===== src/rtl/icache_fetch.sv =====
// Direct-mapped, read-only instruction cache feeding the fetch stage.
// A miss stalls the core while the whole line is refilled word 0 first over a req/ack port.
module icache_fetch #(
   parameter int LINES      = 16,
   parameter int LINE_WORDS = 4,
   parameter int AW         = 32
) (
   input  logic          clk,
   input  logic          reset,
   input  logic [AW-1:0] PCF,
   output logic [31:0]   InstrF,
   output logic          StallIC,
   input  logic          inv,
   output logic          mem_req,
   output logic [AW-1:0] mem_addr,
   input  logic          mem_ack,
   input  logic [31:0]   mem_rdata,
   output logic [31:0]   miss_count
);
   localparam int OW = $clog2(LINE_WORDS);
   localparam int IW = $clog2(LINES);
   localparam int TW = AW - IW - OW - 2;
   localparam logic [OW-1:0] LAST_BEAT = OW'(LINE_WORDS - 1);

   localparam logic [1:0] IDLE   = 2'd0;
   localparam logic [1:0] FILL   = 2'd1;
   localparam logic [1:0] UPDATE = 2'd2;

   logic [1:0]       state;
   logic [31:0]      data_mem [LINES][LINE_WORDS];
   logic [TW-1:0]    tag_mem  [LINES];
   logic [LINES-1:0] valid;
   logic [31:0]      line_buf [LINE_WORDS];
   logic [TW-1:0]    fill_tag;
   logic [IW-1:0]    fill_index;
   logic [OW-1:0]    beat;
   logic             abort;

   logic [OW-1:0] offset;
   logic [IW-1:0] index;
   logic [TW-1:0] tag;
   logic          hit;
   logic          unused_bits;

   assign offset      = PCF[OW+1:2];
   assign index       = PCF[IW+OW+1:OW+2];
   assign tag         = PCF[AW-1:IW+OW+2];
   assign unused_bits = ^PCF[1:0];

   // Lookups only count while idle, so a fill in progress always reads as a stall.
   assign hit      = valid[index] && (tag_mem[index] == tag) && (state == IDLE);
   assign InstrF   = hit ? data_mem[index][offset] : 32'h0;
   assign StallIC  = !hit;
   assign mem_req  = (state == FILL);
   assign mem_addr = {fill_tag, fill_index, beat, 2'b00};

   always_ff @(posedge clk or negedge reset) begin
      if (!reset) begin
         state      <= IDLE;
         valid      <= '0;
         miss_count <= '0;
         beat       <= '0;
         abort      <= 1'b0;
         fill_tag   <= '0;
         fill_index <= '0;
      end else begin
         case (state)
            IDLE: begin
               if (inv) begin
                  valid <= '0;
               end else if (!hit) begin
                  fill_tag   <= tag;
                  fill_index <= index;
                  beat       <= '0;
                  abort      <= 1'b0;
                  miss_count <= miss_count + 32'd1;
                  state      <= FILL;
               end
            end
            FILL: begin
               // An invalidate mid-fill lets the handshake finish but poisons the line.
               if (inv) begin
                  valid <= '0;
                  abort <= 1'b1;
               end
               if (mem_ack) begin
                  beat <= beat + OW'(1);
                  if (beat == LAST_BEAT) state <= UPDATE;
               end
            end
            UPDATE: begin
               if (inv) valid <= '0;
               else if (!abort) valid[fill_index] <= 1'b1;
               state <= IDLE;
            end
            default: state <= IDLE;
         endcase
      end
   end

   // Arrays carry no reset; the valid bits alone decide what is usable.
   always_ff @(posedge clk) begin
      if (state == FILL && mem_ack) line_buf[beat] <= mem_rdata;
      if (state == UPDATE) begin
         for (int w = 0; w < LINE_WORDS; w++) data_mem[fill_index][w] <= line_buf[w];
         tag_mem[fill_index] <= fill_tag;
      end
   end
endmodule


===== config.mk =====
export PLATFORM = sky130hd
export DESIGN_NAME = icache_fetch
export DESIGN_NICKNAME = d
export VERILOG_FILES = /design/src/rtl/icache_fetch.sv
export SDC_FILE = /design/constraint.sdc
export NUM_CORES = 2
export LEC_CHECK = 0
export BUFFER_PORTS_ARGS = -buffer_cell sky130_fd_sc_hd__buf_2
export CELL_PAD_IN_SITES_DETAIL_PLACEMENT = 1
export CELL_PAD_IN_SITES_GLOBAL_PLACEMENT = 1
export CORE_ASPECT_RATIO = 1.2
export CORE_MARGIN = 2
export CORE_UTILIZATION = 55
export CTS_CLUSTER_SIZE = 20
export DETAILED_ROUTE_END_ITERATION = 12
export GPL_TIMING_DRIVEN = 0
export PLACE_DENSITY_LB_ADDON = 0.05
export SLEW_MARGIN = 20
export SYNTH_ARGS = -nofsm -noshare
export SYNTH_HDL_FRONTEND = slang
export SYNTH_SLANG_ARGS = --single-unit

===== constraint.sdc =====
create_clock -name clk -period 13.6 [get_ports clk]
set_input_delay 1.36 -clock clk [delete_from_list [all_inputs] [get_ports clk]]
set_output_delay 1.36 -clock clk [all_outputs]
set_load 0.005 [all_outputs]

* Word level (Yosys, flattened, before mapping)
Memories as Yosys holds them, arrays and structs flattened. Cells that the tools add are included.
Word-level totals: bits in registers 81, memory bits (writable) 2560, bits of input ports 68, output and inout port bits 98, logic and storage cells 74, memories 3
Memories:
- data_mem | words 16, bits a word 128, read ports 1, clocked after Yosys merged registers in 0, wr ports 1, RTL line 30 | logic [31:0] data_mem [LINES][LINE_WORDS];
- tag_mem | words 16, bits a word 24, read ports 1, clocked after Yosys merged registers in 0, wr ports 1, RTL line 31 | logic [TW-1:0] tag_mem [LINES];
- line_buf | words 4, bits a word 32, read ports 4, clocked after Yosys merged registers in 0, wr ports 1, RTL line 33 | logic [31:0] line_buf [LINE_WORDS];
Cells by class: add/subtract/negate cells 2, magnitude comparators 4, equality and inequality tests 11, muxes and demuxes 29, bitwise gates (word level) 4, reductions and logical operators 14
Operators with widths (count):
- 2-to-1 mux 32 bit | 3
- binary-select mux 32 bit (select 2 bit) | 1
- 2-to-1 mux 16 bit | 3
- adder 32 x 1 -> 32 bit, second input constant | 1
- case mux 16 bit (2 select lines) | 1
- == test 24 bit | 1
- OR 16 bit | 1
- 2-to-1 mux 2 bit | 7
- AND reduction 4 bit | 3
- < comparator 4 x 5 -> 1 bit, second input constant | 2
- 2-to-1 mux 1 bit | 9
- case mux 2 bit (2 select lines) | 2
- != test 2 x 1 -> 1 bit, second input constant | 3
- != test 2 bit, second input constant | 3
- AND reduction 3 bit | 2
- binary-select mux 1 bit (select 4 bit) | 1
- demux 1 bit (select 4 bit) | 1
- == test 2 bit, second input constant | 2
- >= comparator 4 x 1 -> 1 bit, second input constant | 1
- logical AND 1 bit | 4
- nonzero test 2 bit | 2
- >= comparator 3 bit, second input constant | 1
- != test 3 bit, second input constant | 1
- NOT 2 -> 3 bit | 1
- other kinds (7) | 8

* Depth between registers and ports, before layout
word-level depth 8, gate-level depth with buffers 15, mapped depth without buffers 9

* Worst setup path after synthesis
Ideal clock, no wire load.
path kind reg-to-reg, from reg state[1], to mem data_mem[1][0] (netlist bit) (enable), setup time 850 ps, arrival time 11412 ps, required time 12750 ps, path slack 1339 ps, cell stages (with the launch flop) 6, path buffers 1, clock period less this slack 12261 ps, cells stage by stage dfrtp_1 clkbuf_1 nor2b_1 nand2_1 or2_2 nor3_1
On the way: longest elaborated chain between the ends 3
Ends and longest elaborated chain:
- start, declared | RTL line 29 | logic [1:0] state;
- start signal, assigned | RTL line 59 | state <= IDLE;
- start signal, assigned | RTL line 77 | state <= FILL;
- start signal, assigned | RTL line 88 | if (beat == LAST_BEAT) state <= UPDATE;
- == test 2 bit | RTL line 104 | if (state == UPDATE) begin
- 2-to-1 mux 1 bit | RTL line 104
- 2-to-1 mux 1 bit (implied by the code) | RTL line 105 | for (int w = 0; w < LINE_WORDS; w++) data_mem[fill_index][w] <= line_buf[w];
- end, declared | RTL line 30
No other way between the ends.

* Final worst setup path
from in PCF[5], to out InstrF[16]
On the way: longest elaborated chain between the ends 5
Ends and longest elaborated chain:
- start, declared | RTL line 10 | input logic [AW-1:0] PCF,
- memory (16 x 24 bit), or another cell as far along
- == test 24 bit, or another cell as far along | RTL line 51 | assign hit = valid[index] && (tag_mem[index] == tag) && (state == IDLE);
- logical AND 1 bit / 2-to-1 mux 32 bit (equally long branches) (2 in a row) | RTL line 51, 52
- 2-to-1 mux 32 bit (*) | RTL line 52 | assign InstrF = hit ? data_mem[index][offset] : 32'h0;
- end, declared | RTL line 11 | output logic [31:0] InstrF,
Mark *: on every way between the ends. The rest lies on a longest branch, timed or not. The select of a mux whose other input is x is not followed.

==> impl_summary.txt <==
----------------------------------------------------
[Placement]
  Gp weighted congestion ... roughly 0.9
  Buffers added on ports ... between 150 and 200
  Detailed placement HPWL ... 193 mm

[Clocking]
  Clock-pin transition on the worst setup and hold timing paths ... ~0.060 ns
  Setup Fix Bufs, Post-CTS ... 0
  H-tree depth reported by CTS ... 5
  Max clock buf depth ... 4
  Root cell of the clock tree ... clkbuf_16
  TritonCTS clock tree ... built
  TritonCTS Buffers ... about 280
  Clock sink total ... between 2000 and 3000
  Clock latency reported for the late side of the worst-skew pair ... just over 0.9 ns
  Number of instances resized during post-cts repair ... 0
  Number of hold buffers added after cts ... 0

[Floorplanning]
  IO Count ... ~170
  Core ar. ... between 150000 and 200000 um2
  Total Die Area ... roughly 190000 um2
  Horiz. Die Dim ... between 300 and 400 um
  Site row count ... between 150 and 200
  Initial cell density of the core ... 0.554
  Chip Height ... around 470 um

[Synth]
  Dominant cells by area after synthesis ... edfxtp_1, mux4_2, dfrtp_1
  Flip-flop and latch count after synthesis ... about 2600
  Cell taking the most area after synthesis ... edfxtp_1
  Count of flip-flops with a built-in enable after synthesis ... between 2000 and 3000
  Flip-flop cell with the highest count after synthesis ... edfxtp_1
  Mapped Avg Cell Area ... ~24 um2
  Share of flip-flops with an asynchronous set or reset ... 0.0307
  Synth cell count leaders ... edfxtp_1, mux4_2, clkbuf_1
  Post-synthesis instance area ... 101000 um2
  Distinct cells, synth ... between 70 and 80
  Warning count from the yosys run ... 0
  Cell count after synthesis ... 4115
  Most frequently used cell type in the post-synthesis netlist ... edfxtp_1
  Fraction of synthesized cell area taken by the top area cell type ... 0.764
  Sequential area share after synthesis ... 0.784

[Timing]
  Endpoints failing setup ... 0
  Post-layout minimum cycle time ... around 8.6 ns
  Worst-case clock skew ... about 0.036 ns
  Max Transition Viols Final ... 0
  Setup tns final ... 0 ns
  Final hold vios ... 0
  Unrepaired setup endpoints after global routing ... false
  Achievable clock frequency ... about 120 MHz
  Slew Limit Headroom ... 0.187
  Final critical-path share of the clock period ... 0.630
  Transition time at the pin with the least slew margin ... between 1 and 1.5 ns

[Final layout]
  Area growth, synth to finish ... 16.5%
  Share of post-route cells with drive strength above 1 ... 0.349
  Post-layout net count ... between 4000 and 5000

[Pwr]
  Total chip power ... between 15 and 20 mW
  Leakage Power ... between 30 and 40 nW
  Maximum vdd drop ... around 0.00014 V
  Power density over the cells ... between 150 and 200 nW/um2

[GRT]
  Antenna violations before repair ... 13
  Vias in the first global route ... approximately 51000
  Wire length of the first global-routing pass ... between 400 and 500 mm
  Grt total ovfl ... 0
  Global-route total usage across every layer ... 0.317
  Pin count of the biggest net entering global routing ... a little over 70

[Route]
  Via-to-Cell Ratio ... ~6.6
  DRT iter0 DRCs ... between 5000 and 6000
  Antenna violation net count after detailed routing ... 0
  DRT Pass-1 Iters ... 5
  DRC violation count after routing ... 0
  Via Count ... 49375
  Routed WL ... approximately 290 mm
  Avg WL per Cell ... ~39 um

[Worst hold path]
  Classification of the worst-slack hold path ... input pin to async pin

[Critical path]
  Crit path max fanout ... 10
  Kind of launch point of the worst setup path ... input pin
  Type of the worst setup path ... input pin to primary output
  WP data arrival ... between 7 and 8 ns
  Crit path required time ... approximately 12 ns
  Setup crit end kind ... primary output

[Status]
  Outcome ... completed

[Flow run]
  Maximum Capacitance Violations ... 0

----------------------------------------------------
path summary, 6_finish.rpt:
| check | cells past startpoint | end | start | slack [ns] |
|---|---|---|---|---|
| max in group asynchronous | 2 | miss_count[28] | reset | 12.66 |
| max | 13 | InstrF[16] | PCF[5] | 5.03 |
| max reg2reg | 10 | miss_count[22] | tag_mem[12][10] | 9.49 |
| min reg2reg | 1 | miss_count[11] | miss_count[11] | 0.49 |
| min | 1 | fill_tag[17] | reset | 0.27 |
| min in group clk | 1 | miss_count[11] | miss_count[11] | 0.49 |
cells by family (layout without fill, tap and decap cells):
group | Yosys count | in the layout | share of synthesized area
AOI/OAI and AO/OA | 114 | 114 | 0.00797
adders and majority gates | 5 | 5 | 0.000622
muxes | 856 | 856 | 0.180
buffers and inverters | 216 | 1094 | 0.0101
xor gates and xnor gates | 51 | 51 | 0.00444
other | 1 | 11 | 0.0000373
and+or+nand+nor | 231 | 231 | 0.0124
DFF | 2641 | 2641 | 0.784
state kept, by name (all words and copies together), names as in the netlist:
name,count
valid,16
beat,2
fill_index,4
fill_tag,24
miss_count,32
state,2
tag_mem,384
line_buf,128
abort,1
data_mem,2048
layer usage:
metal | share of wire | up-vias | GRT usage
met1 | 0.38 | 27114 | 0.432
met4 | 0.035 | 8 | 0.104
met5 | 0.00018 | - | 0
li1 | - | 19111 | -
met2 | 0.50 | 2618 | 0.527
met3 | 0.085 | 524 | 0.0571
where the power goes:
part | internal, mW | total [mW] | switching [mW]
Combinational | 0.449 | 1.09 | 0.637
Clock | 4.13 | 7.18 | 3.05
Sequential | 9.44 | 9.88 | 0.442
worst max-delay path, stage by stage:
cell and delay (ns):
buf_2 0.12, buf_6 0.20, buf_6 0.26, buf_6 0.22
buf_4 0.28, clkbuf_1 0.81, clkbuf_1 0.97, buf_1 0.93
mux4_2 0.43, mux4_2 0.47, mux4_2 0.47, and3_1 0.38
buf_2 0.23
metrics by stage:
| step | util | std cells | hold WS, ns | cell area (um2) | setup slack [ns] |
|---|---|---|---|---|---|
| 3_5_place_dp | 0.600 | 6947 | 0.482 | 109000 | 5.10 |
| 3_3_place_gp | 0.575 | 6694 | 0.460 | 104000 | -14.14 |
| 5_1_grt | 0.646 | 7418 | 0.230 | 117000 | 5.07 |
| 6_report | 0.646 | 7425 | 0.267 | 117000 | 5.03 |
| 4_1_cts | 0.646 | 7416 | 0.211 | 117000 | 5.09 |
| 2_1_floorplan | - | 4116 | 0.457 | 101000 | 1.34 |
cell usage in the layout, fill, tap and decap left out, types with 29 or more instances in the layout:
master | netlist | final
and3_1 | 54 | 50
buf_12 | 0 | 82
buf_16 | 0 | 54
buf_2 | 54 | 235
buf_4 | 10 | 98
buf_6 | 14 | 41
clkbuf_1 | 88 | 98
clkbuf_16 | 0 | 283
clkbuf_2 | 0 | 43
clkinv_1 | 0 | 51
clkinv_2 | 0 | 52
dfrtp_1 | 81 | 81
edfxtp_1 | 2560 | 2560
mux2_4 | 29 | 29
mux2i_1 | 64 | 64
mux4_2 | 750 | 750
nor2_1 | 51 | 38
xnor2_1 | 44 | 44
area by class of cell:
cell class / count / area [um2]
clock buffers: 339 / 7320
plain buffers: 208 / 1080
flip-flops and latches: 2641 / 78900
clock inverters: 130 / 1060
multi-input cells: 1259 / 20800
repair buffers: 409 / 4910
diodes: 9 / 22.5
inverters: 8 / 30.0
well taps: 2422 / 3030
fillers: 14206 / 64300
Note: power is estimated with default switching activity, not from simulation.
